[src/rtl/window_stream_sequencer.sv]
// Per-layer sequencer for the conv sliding-window line buffer.
// Latches a layer descriptor, clears the window and streams dim*dim pixels through a 2-entry FIFO.
module window_stream_sequencer #(
    parameter int DATA_WIDTH = 8,
    parameter int ADDR_WIDTH = 16,
    parameter int CNT_WIDTH  = 16
) (
    input  logic                  clock,
    input  logic                  reset,
    input  logic                  start,
    input  logic [7:0]            cfg_input_dim,
    input  logic                  cfg_stride,
    input  logic [1:0]            cfg_window_dim,
    input  logic [ADDR_WIDTH-1:0] cfg_base_addr,
    output logic                  busy,
    output logic                  done,
    output logic                  cfg_err,
    output logic                  mem_rd_en,
    output logic [ADDR_WIDTH-1:0] mem_rd_addr,
    input  logic [DATA_WIDTH-1:0] mem_rd_data,
    output logic                  win_reset,
    output logic                  win_stride,
    output logic [1:0]            win_window_dim,
    output logic [7:0]            win_input_dim,
    output logic [DATA_WIDTH-1:0] win_new_data,
    output logic                  win_new_data_valid,
    input  logic                  win_in_rd_en,
    input  logic                  win_window_valid,
    output logic [CNT_WIDTH-1:0]  win_count
);

    typedef enum logic [1:0] {
        S_IDLE,
        S_CLEAR,
        S_FETCH,
        S_DONE
    } state_t;

    state_t                state_q, state_d;
    logic                  busy_q, busy_d;
    logic                  done_q, done_d;
    logic                  cfg_err_q, cfg_err_d;
    logic                  win_reset_q, win_reset_d;
    logic                  stride_q, stride_d;
    logic [1:0]            wdim_q, wdim_d;
    logic [7:0]            dim_q, dim_d;
    logic [ADDR_WIDTH-1:0] base_q, base_d;
    logic [CNT_WIDTH-1:0]  rd_cnt_q, rd_cnt_d;
    logic [CNT_WIDTH-1:0]  pop_cnt_q, pop_cnt_d;
    logic [CNT_WIDTH-1:0]  win_count_q, win_count_d;
    logic                  inflight_q, inflight_d;
    logic [DATA_WIDTH-1:0] fifo_q [2];
    logic [DATA_WIDTH-1:0] fifo_d [2];
    logic                  wr_ptr_q, wr_ptr_d;
    logic                  rd_ptr_q, rd_ptr_d;
    logic [1:0]            occ_q, occ_d;

    logic                  dim_legal;
    logic [CNT_WIDTH-1:0]  n_pix;
    logic                  fifo_valid;
    logic                  push;
    logic                  pop;
    logic [1:0]            slots_used;
    logic                  rd_en;

    always_comb begin
        case (cfg_input_dim)
            8'd224, 8'd112, 8'd56,
            8'd28, 8'd14, 8'd7: dim_legal = 1'b1;
            default:            dim_legal = 1'b0;
        endcase
    end

    assign n_pix      = CNT_WIDTH'(dim_q) * CNT_WIDTH'(dim_q);
    assign fifo_valid = (occ_q != 2'd0);
    assign pop        = fifo_valid && win_in_rd_en;
    assign push       = inflight_q;

    // A pop in this cycle frees a slot, which keeps the stream at 1 pixel/cycle.
    assign slots_used = occ_q + {1'b0, inflight_q} - {1'b0, pop};
    assign rd_en      = (state_q == S_FETCH) && (rd_cnt_q < n_pix)
                        && (slots_used < 2'd2);

    always_comb begin
        state_d     = state_q;
        busy_d      = busy_q;
        done_d      = 1'b0;
        cfg_err_d   = 1'b0;
        win_reset_d = 1'b0;
        stride_d    = stride_q;
        wdim_d      = wdim_q;
        dim_d       = dim_q;
        base_d      = base_q;
        inflight_d  = rd_en;
        rd_cnt_d    = rd_cnt_q + CNT_WIDTH'(rd_en);
        pop_cnt_d   = pop_cnt_q + CNT_WIDTH'(pop);
        occ_d       = occ_q + {1'b0, push} - {1'b0, pop};
        fifo_d      = fifo_q;
        wr_ptr_d    = wr_ptr_q;
        rd_ptr_d    = rd_ptr_q;
        win_count_d = win_count_q;

        if (push) begin
            fifo_d[wr_ptr_q] = mem_rd_data;
            wr_ptr_d         = ~wr_ptr_q;
        end
        if (pop) begin
            rd_ptr_d = ~rd_ptr_q;
        end
        if (busy_q && win_window_valid && (win_count_q != '1)) begin
            win_count_d = win_count_q + 1'b1;
        end

        unique case (state_q)
            S_IDLE: begin
                if (start && dim_legal) begin
                    state_d     = S_CLEAR;
                    busy_d      = 1'b1;
                    win_reset_d = 1'b1;
                    stride_d    = cfg_stride;
                    wdim_d      = cfg_window_dim;
                    dim_d       = cfg_input_dim;
                    base_d      = cfg_base_addr;
                    rd_cnt_d    = '0;
                    pop_cnt_d   = '0;
                    win_count_d = '0;
                end else if (start) begin
                    cfg_err_d = 1'b1;
                end
            end
            S_CLEAR: begin
                state_d = S_FETCH;
            end
            S_FETCH: begin
                if (pop_cnt_d == n_pix) begin
                    state_d = S_DONE;
                    busy_d  = 1'b0;
                    done_d  = 1'b1;
                end
            end
            S_DONE: begin
                state_d = S_IDLE;
            end
            default: begin
                state_d = S_IDLE;
            end
        endcase
    end

    always_ff @(posedge clock) begin
        if (reset) begin
            state_q     <= S_IDLE;
            busy_q      <= 1'b0;
            done_q      <= 1'b0;
            cfg_err_q   <= 1'b0;
            win_reset_q <= 1'b0;
            stride_q    <= 1'b0;
            wdim_q      <= '0;
            dim_q       <= '0;
            base_q      <= '0;
            rd_cnt_q    <= '0;
            pop_cnt_q   <= '0;
            win_count_q <= '0;
            inflight_q  <= 1'b0;
            fifo_q[0]   <= '0;
            fifo_q[1]   <= '0;
            wr_ptr_q    <= 1'b0;
            rd_ptr_q    <= 1'b0;
            occ_q       <= '0;
        end else begin
            state_q     <= state_d;
            busy_q      <= busy_d;
            done_q      <= done_d;
            cfg_err_q   <= cfg_err_d;
            win_reset_q <= win_reset_d;
            stride_q    <= stride_d;
            wdim_q      <= wdim_d;
            dim_q       <= dim_d;
            base_q      <= base_d;
            rd_cnt_q    <= rd_cnt_d;
            pop_cnt_q   <= pop_cnt_d;
            win_count_q <= win_count_d;
            inflight_q  <= inflight_d;
            fifo_q      <= fifo_d;
            wr_ptr_q    <= wr_ptr_d;
            rd_ptr_q    <= rd_ptr_d;
            occ_q       <= occ_d;
        end
    end

    assign busy               = busy_q;
    assign done               = done_q;
    assign cfg_err            = cfg_err_q;
    assign mem_rd_en          = rd_en;
    assign mem_rd_addr        = base_q + ADDR_WIDTH'(rd_cnt_q);
    assign win_reset          = win_reset_q;
    assign win_stride         = stride_q;
    assign win_window_dim     = wdim_q;
    assign win_input_dim      = dim_q;
    assign win_new_data       = fifo_q[rd_ptr_q];
    assign win_new_data_valid = fifo_valid;
    assign win_count          = win_count_q;

endmodule
[config.mk]
export PLATFORM = sky130hd
export DESIGN_NAME = window_stream_sequencer
export DESIGN_NICKNAME = d
export VERILOG_FILES = /design/src/rtl/window_stream_sequencer.sv
export SDC_FILE = /design/constraint.sdc
export NUM_CORES = 1
export LEC_CHECK = 0
export CAP_MARGIN = 15
export CORE_ASPECT_RATIO = 0.8
export CORE_MARGIN = 10
export CORE_UTILIZATION = 50
export CTS_CLUSTER_SIZE = 40
export DETAILED_ROUTE_END_ITERATION = 10
export HOLD_SLACK_MARGIN = 0.06
export PLACE_DENSITY_LB_ADDON = 0.2
export SETUP_SLACK_MARGIN = 0.3
export SYNTH_ARGS = -nofsm -noshare
export SYNTH_HDL_FRONTEND = slang
export SYNTH_SLANG_ARGS = --single-unit
[constraint.sdc]
create_clock -name clock -period 12.17 [get_ports clock]
set_clock_uncertainty 0.15 [all_clocks]
set_input_delay 1.217 -clock clock [delete_from_list [all_inputs] [get_ports clock]]
set_output_delay 1.217 -clock clock [all_outputs]
set_load 0.02 [all_outputs]
== After elaboration in Yosys (flattened, before gate mapping) ==
Cells that the tools add are included.
Storage, ports and cells
  input port bits: 40
  output and inout port bits: 57
  register bits after elaboration: 102
Operators by class
  $add $sub $neg: 6
  order comparisons: 5
  bitwise logic cells: 6
  $mul: 1
  reduce and logical (&&, ||, !) cells: 17
  equality and inequality tests: 13
  multiplexer cells: 23
Operators with widths (number)
  $mux 16: 7
  $add 16x1->16: 2
  $mux 8: 4
  $add 16x1->16 const B: 1
  $add 16x16->16: 1
  $bwmux 16: 1
  $eq 16x16->1: 1
  $lt 16x16->1: 1
  $mul 8x8->16: 1
  $ne 16x16->1 const B: 1
  $demux 8 s1: 1
  $eq 8x3->1 const B: 1
  $eq 8x4->1 const B: 1
  $eq 8x5->1 const B: 1
  $eq 8x6->1 const B: 1
  $eq 8x7->1 const B: 1
  $eq 8x8->1 const B: 1
  $pmux 2 s4: 1
  $logic_and 1x1->1: 7
  $mux 1: 6
  $reduce_or 6->1: 1
  $eq 2x2->1 const B: 2
  $ge 2x2->1 const B: 2
  $mux 2: 2
  16 further kinds: 23

== Depth between registers and ports, before layout ==
  depth in word-level cells: 8
  depth in mapped cells: 29
  depth with buffers taken out: 28

== Worst setup path before layout ==
OpenSTA, ideal clock, no wires.
  path type: flip-flop to flip-flop
  from: register dim_q[1], in the netlist win_input_dim[1]
  to: register rd_cnt_q[10]
  buffers on the path: 1
  slack: 5.288 ns
  data required time: 11.892 ns
  setup time: 0.128 ns
  data arrival time: 6.604 ns
  cell stages (with the launch flop): 27
  cells stage by stage: dfxtp_1 -> clkbuf_1 -> and2_1 -> fa_1 -> fa_1 -> inv_1 -> fa_1 -> fa_1 -> inv_1 -> ha_1 -> or3_1 -> or2_2 -> o22ai_1 -> xor2_1 -> ha_1 -> or2_2 -> a31oi_1 -> a21oi_1 -> a31oi_1 -> ha_1 -> ha_1 -> and3_1 -> nand3_1 -> nor2_1 -> nand2_1 -> xor2_1 -> nor2_1
On the way
  cells in the longest elaborated chain, start to end: 7
Ends and longest elaborated chain
  start: declaration: line 46  | logic [7:0] dim_q, dim_d;
  start signal: assignment: line 178  | dim_q <= dim_d;
  $mul 8x8->16 *: line 74  | assign n_pix = CNT_WIDTH'(dim_q) * CNT_WIDTH'(dim_q);
  $lt 16x16->1 *: line 81  | assign rd_en = (state_q == S_FETCH) && (rd_cnt_q < n_pix)
  $logic_and 1x1->1 *: line 81
  $logic_and 1x1->1 *: line 82  | && (slots_used < 2'd2);
  named net mem_rd_en: line 18  | output logic mem_rd_en,
  $add 16x1->16 *: line 95  | rd_cnt_d = rd_cnt_q + CNT_WIDTH'(rd_en);
  $mux 16: line 116  | if (start && dim_legal) begin
  $mux 16 *: line 114  | unique case (state_q)
  end signal: assignment: line 180  | rd_cnt_q <= rd_cnt_d;
  end: declaration: line 48  | logic [CNT_WIDTH-1:0] rd_cnt_q, rd_cnt_d;
The timed path passes the listed nets; every way through them passes the cells marked *.
A chain may end at the register's enable or synchronous reset.

== Worst setup path after layout ==
  from: register dim_q[5], in the netlist win_input_dim[5]
  to: output mem_rd_en
On the way
  cells in the longest elaborated chain, start to end: 4
Ends and longest elaborated chain (line)
  $mul 8x8->16: 74
  $lt 16x16->1: 81
  $logic_and 1x1->1: 81
  $logic_and 1x1->1: 82
  end: declaration: 18
Every way passes these cells.

==> impl_results.md <==
- Outcome: finished clean
- Max-cap check violation count: 0
- WP data required: 10.80 ns
- DRC: 0
- Internal power: 538.5 uW
- Most common cell in the netlist: nor2_1
- Clk pwr share: 37.6%
- FMAX: 125.0 MHz
- Synth top cells by count: 105 x nor2_1, 102 x dfxtp_1, 71 x inv_1
- Top FF cell, synth: dfxtp_1
- Mapped Area: 7206 um2
- Skew-Pair Late Insertion Delay: 0.35 ns
- DRT iter0 DRCs: 280
- Hold WS: 0.3018 ns
- Share of the synthesized area in the top cell type: 28.34%
- # IOs: 97
- Tot GR Track Use: 16.87%
- Syn Area/Cell: 8.599 um2
- CTS Buf Count: 9
- Max-slew headroom: 36.43%
- Number of synthesized flops with an enable pin: 0
- Core area: 14200 um2
- Pins over their slew limit: 0
- Routed WL: 16.48 mm
- Largest net degree at the start of global routing: 56
- TritonCTS clock tree: yes
- Post-DP HPWL: 12.86 mm
- P&R area growth vs syn: 19.15%
- Drt first pass iters: 4
- Area of the multi-input gates: 4807 um2
- Number of global-route vias before repair: 5641
- Fin crit period: 8.001 ns
- Unique masters post-synth: 61
- Setup Slack @ Placement: 4.555 ns
- CP Class: flip-flop to output pin
- FF/Latch Area: 2042 um2
- Clk buf depth: 2
- Port Buf Inserts: 96
- Die Ht: 127.4 um
- Die ar.: 19640 um2
- Seq/Total Area, Yosys: 28.34%
- Maximum net fanout on the critical path: 10
- Arrival time at the worst endpoint: 6.63 ns
- Total power: 730.5 uW
- Final Hold Viols: 0
- Hold Crit Class: flip-flop to flip-flop
- RSZ-0062 raised after global routing: no
- Clock transition at the registers of the reported paths: 0.07 ns
- Sw Share: 26.29%
- Clock Sinks: 102
- Slew @ Worst Pin: 0.9536 ns
- Antenna Cells: 0
- Post-CTS Setup Repair Bufs: 0
- Setup TNS: 0 ns
- Post-CTS sizing: 0
- Pwr Density: 85.08 nW/um2
- Root Buffer Master: clkbuf_16
- Via Count: 5767
- Period utilization: 65.75%
- Placer Congestion: 0.8316
- Warnings, synthesis: 0
- Final #Nets: 1057
- Post-Syn Instances: 838
- Reg power frac: 48.0%
- R2R Setup Slk: 4.97 ns
- DIE WIDTH: 154.2 um
- Final-layout fill cell count: 1301
- Crit start category: flip-flop
- Switch Pwr: 192.0 uW
- Standard-cell rows: 39
- Setup violations, final: 0
- DR WL/cell: 14.83 um
- Logic pwr share: 14.4%
- Final antenna-violating net count: 0
- Post-synthesis sequential element count: 102
- Initial antenna violation count: 0
- Post-synth ARST share: 0%
- Area leader, netlist: dfxtp_1
- Post-synthesis net count: 973
- Fraction of layout cells with a size suffix above 1: 4.099%
- Worst Setup End Kind: output pin
- Starting Density: 50.74%
- Cts hold-fix bufs: 0
- Top area cells in the synthesized netlist: dfxtp_1 28%, ha_1 12%, fa_1 7.2%
- VDD IR max: 0.06746 mV
- GRT overflow: 0
- Final worst slack: 4.169 ns
- H-tree levels: 3
- Vias per cell: 5.191
- Leakage Power: 0.003565 uW
- Global-route wire length before repair: 27.91 mm
registers in the layout (all words and copies together) (netlist names), 2 cells and up:
register and cells:
win_window_dim 2, occ_q 2, fifo_q 16, win_input_dim 8
base_q 16, rd_cnt_q 16, win_count 16, state_q 2
pop_cnt_q 16
final cells by class:
| cell class | instances | share of cell area, % |
|---|---|---|
| timing repair buffer | 97 | 11.22 |
| clock buffer | 12 | 2.871 |
| sequential | 102 | 23.78 |
| clock inverter | 4 | 0.3498 |
| inverter | 71 | 3.104 |
| tap | 184 | 2.681 |
| multi-input combinational | 641 | 55.99 |
layout by cell type (no fill, tap or decap), types with 5 or more instances in the layout:
| cell type | count |
|---|---|
| clkdlybuf4s50_1 | 95 |
| and3_1 | 14 |
| and2_1 | 28 |
| xnor2_1 | 37 |
| nand4_1 | 9 |
| mux2_2 | 8 |
| a21o_1 | 6 |
| o21ai_0 | 16 |
| nor3_1 | 20 |
| fa_1 | 26 |
| nand2b_1 | 10 |
| xor2_1 | 43 |
| nor2_1 | 105 |
| a21oi_1 | 33 |
| clkbuf_16 | 9 |
| nor2b_1 | 6 |
| ha_1 | 69 |
| mux2i_1 | 29 |
| inv_1 | 71 |
| nand2_1 | 58 |
| o21a_1 | 5 |
| or2_2 | 10 |
| nand3_1 | 40 |
| dfxtp_1 | 102 |
| or3_1 | 9 |
power groups by stage:
stage                     Combinational, uW  Sequential (uW)  Clock (uW)
after CTS                               106              350         285
after global placement                  105              358           0
after floorplan                        68.7              356           0
after detailed placement                106              358           0
final                                   105              350         275
after global routing                    118              352         293
stage by stage:
stage / instance area [um2] / util [%] / std cells
2_1_floorplan: 7206 / - / 838
3_3_place_gp: 8309 / 58.52 / 1095
3_5_place_dp: 8309 / 58.52 / 1095
4_1_cts: 8586 / 60.46 / 1111
5_1_grt: 8586 / 60.46 / 1111
6_report: 8586 / 60.46 / 1111
worst paths after layout:
path | endpoint | cells past startpoint | startpoint
min reg2reg | fifo_q[13] | 2 | fifo_q[13]
max reg2reg | rd_cnt_q[12] | 26 | win_input_dim[5]
max | mem_rd_en | 19 | win_input_dim[5]
min | fifo_q[13] | 2 | fifo_q[13]
routing by layer:
layer,track usage (%),wire length (um)
met5,0,0
met2,25.85,7209
met3,4.259,741
met1,23.20,8363
met4,4.104,166
worst max-delay path, stage by stage, from the launching register on:
cell and delay (ns):
dfxtp_1 0.51, inv_1 0.17, nor2_1 0.21, fa_1 0.47, fa_1 0.54, inv_1 0.05
fa_1 0.50, fa_1 0.54, inv_1 0.05, ha_1 0.26, or3_1 0.44, or2_2 0.29
o22ai_1 0.27, xor2_1 0.24, ha_1 0.27, or2_2 0.27, a31oi_1 0.17, a21oi_1 0.08
a31oi_1 0.28, clkdlybuf4s50_1 0.68
logic make-up (layout without fill, tap and decap cells):
group	Yosys count	in the layout	share of synthesized area (%)
AO/OA/AOI/OAI	98	98	8.873
XOR/XNOR	84	84	11.01
adder cells (fa/ha/maj)	95	95	19.20
buffers and inverters	95	184	4.966
flip-flops	102	102	28.34
multiplexers	37	37	5.279
AND/OR/NAND/NOR	327	327	22.33
No activity file was read; power rests on OpenSTA's default activity.
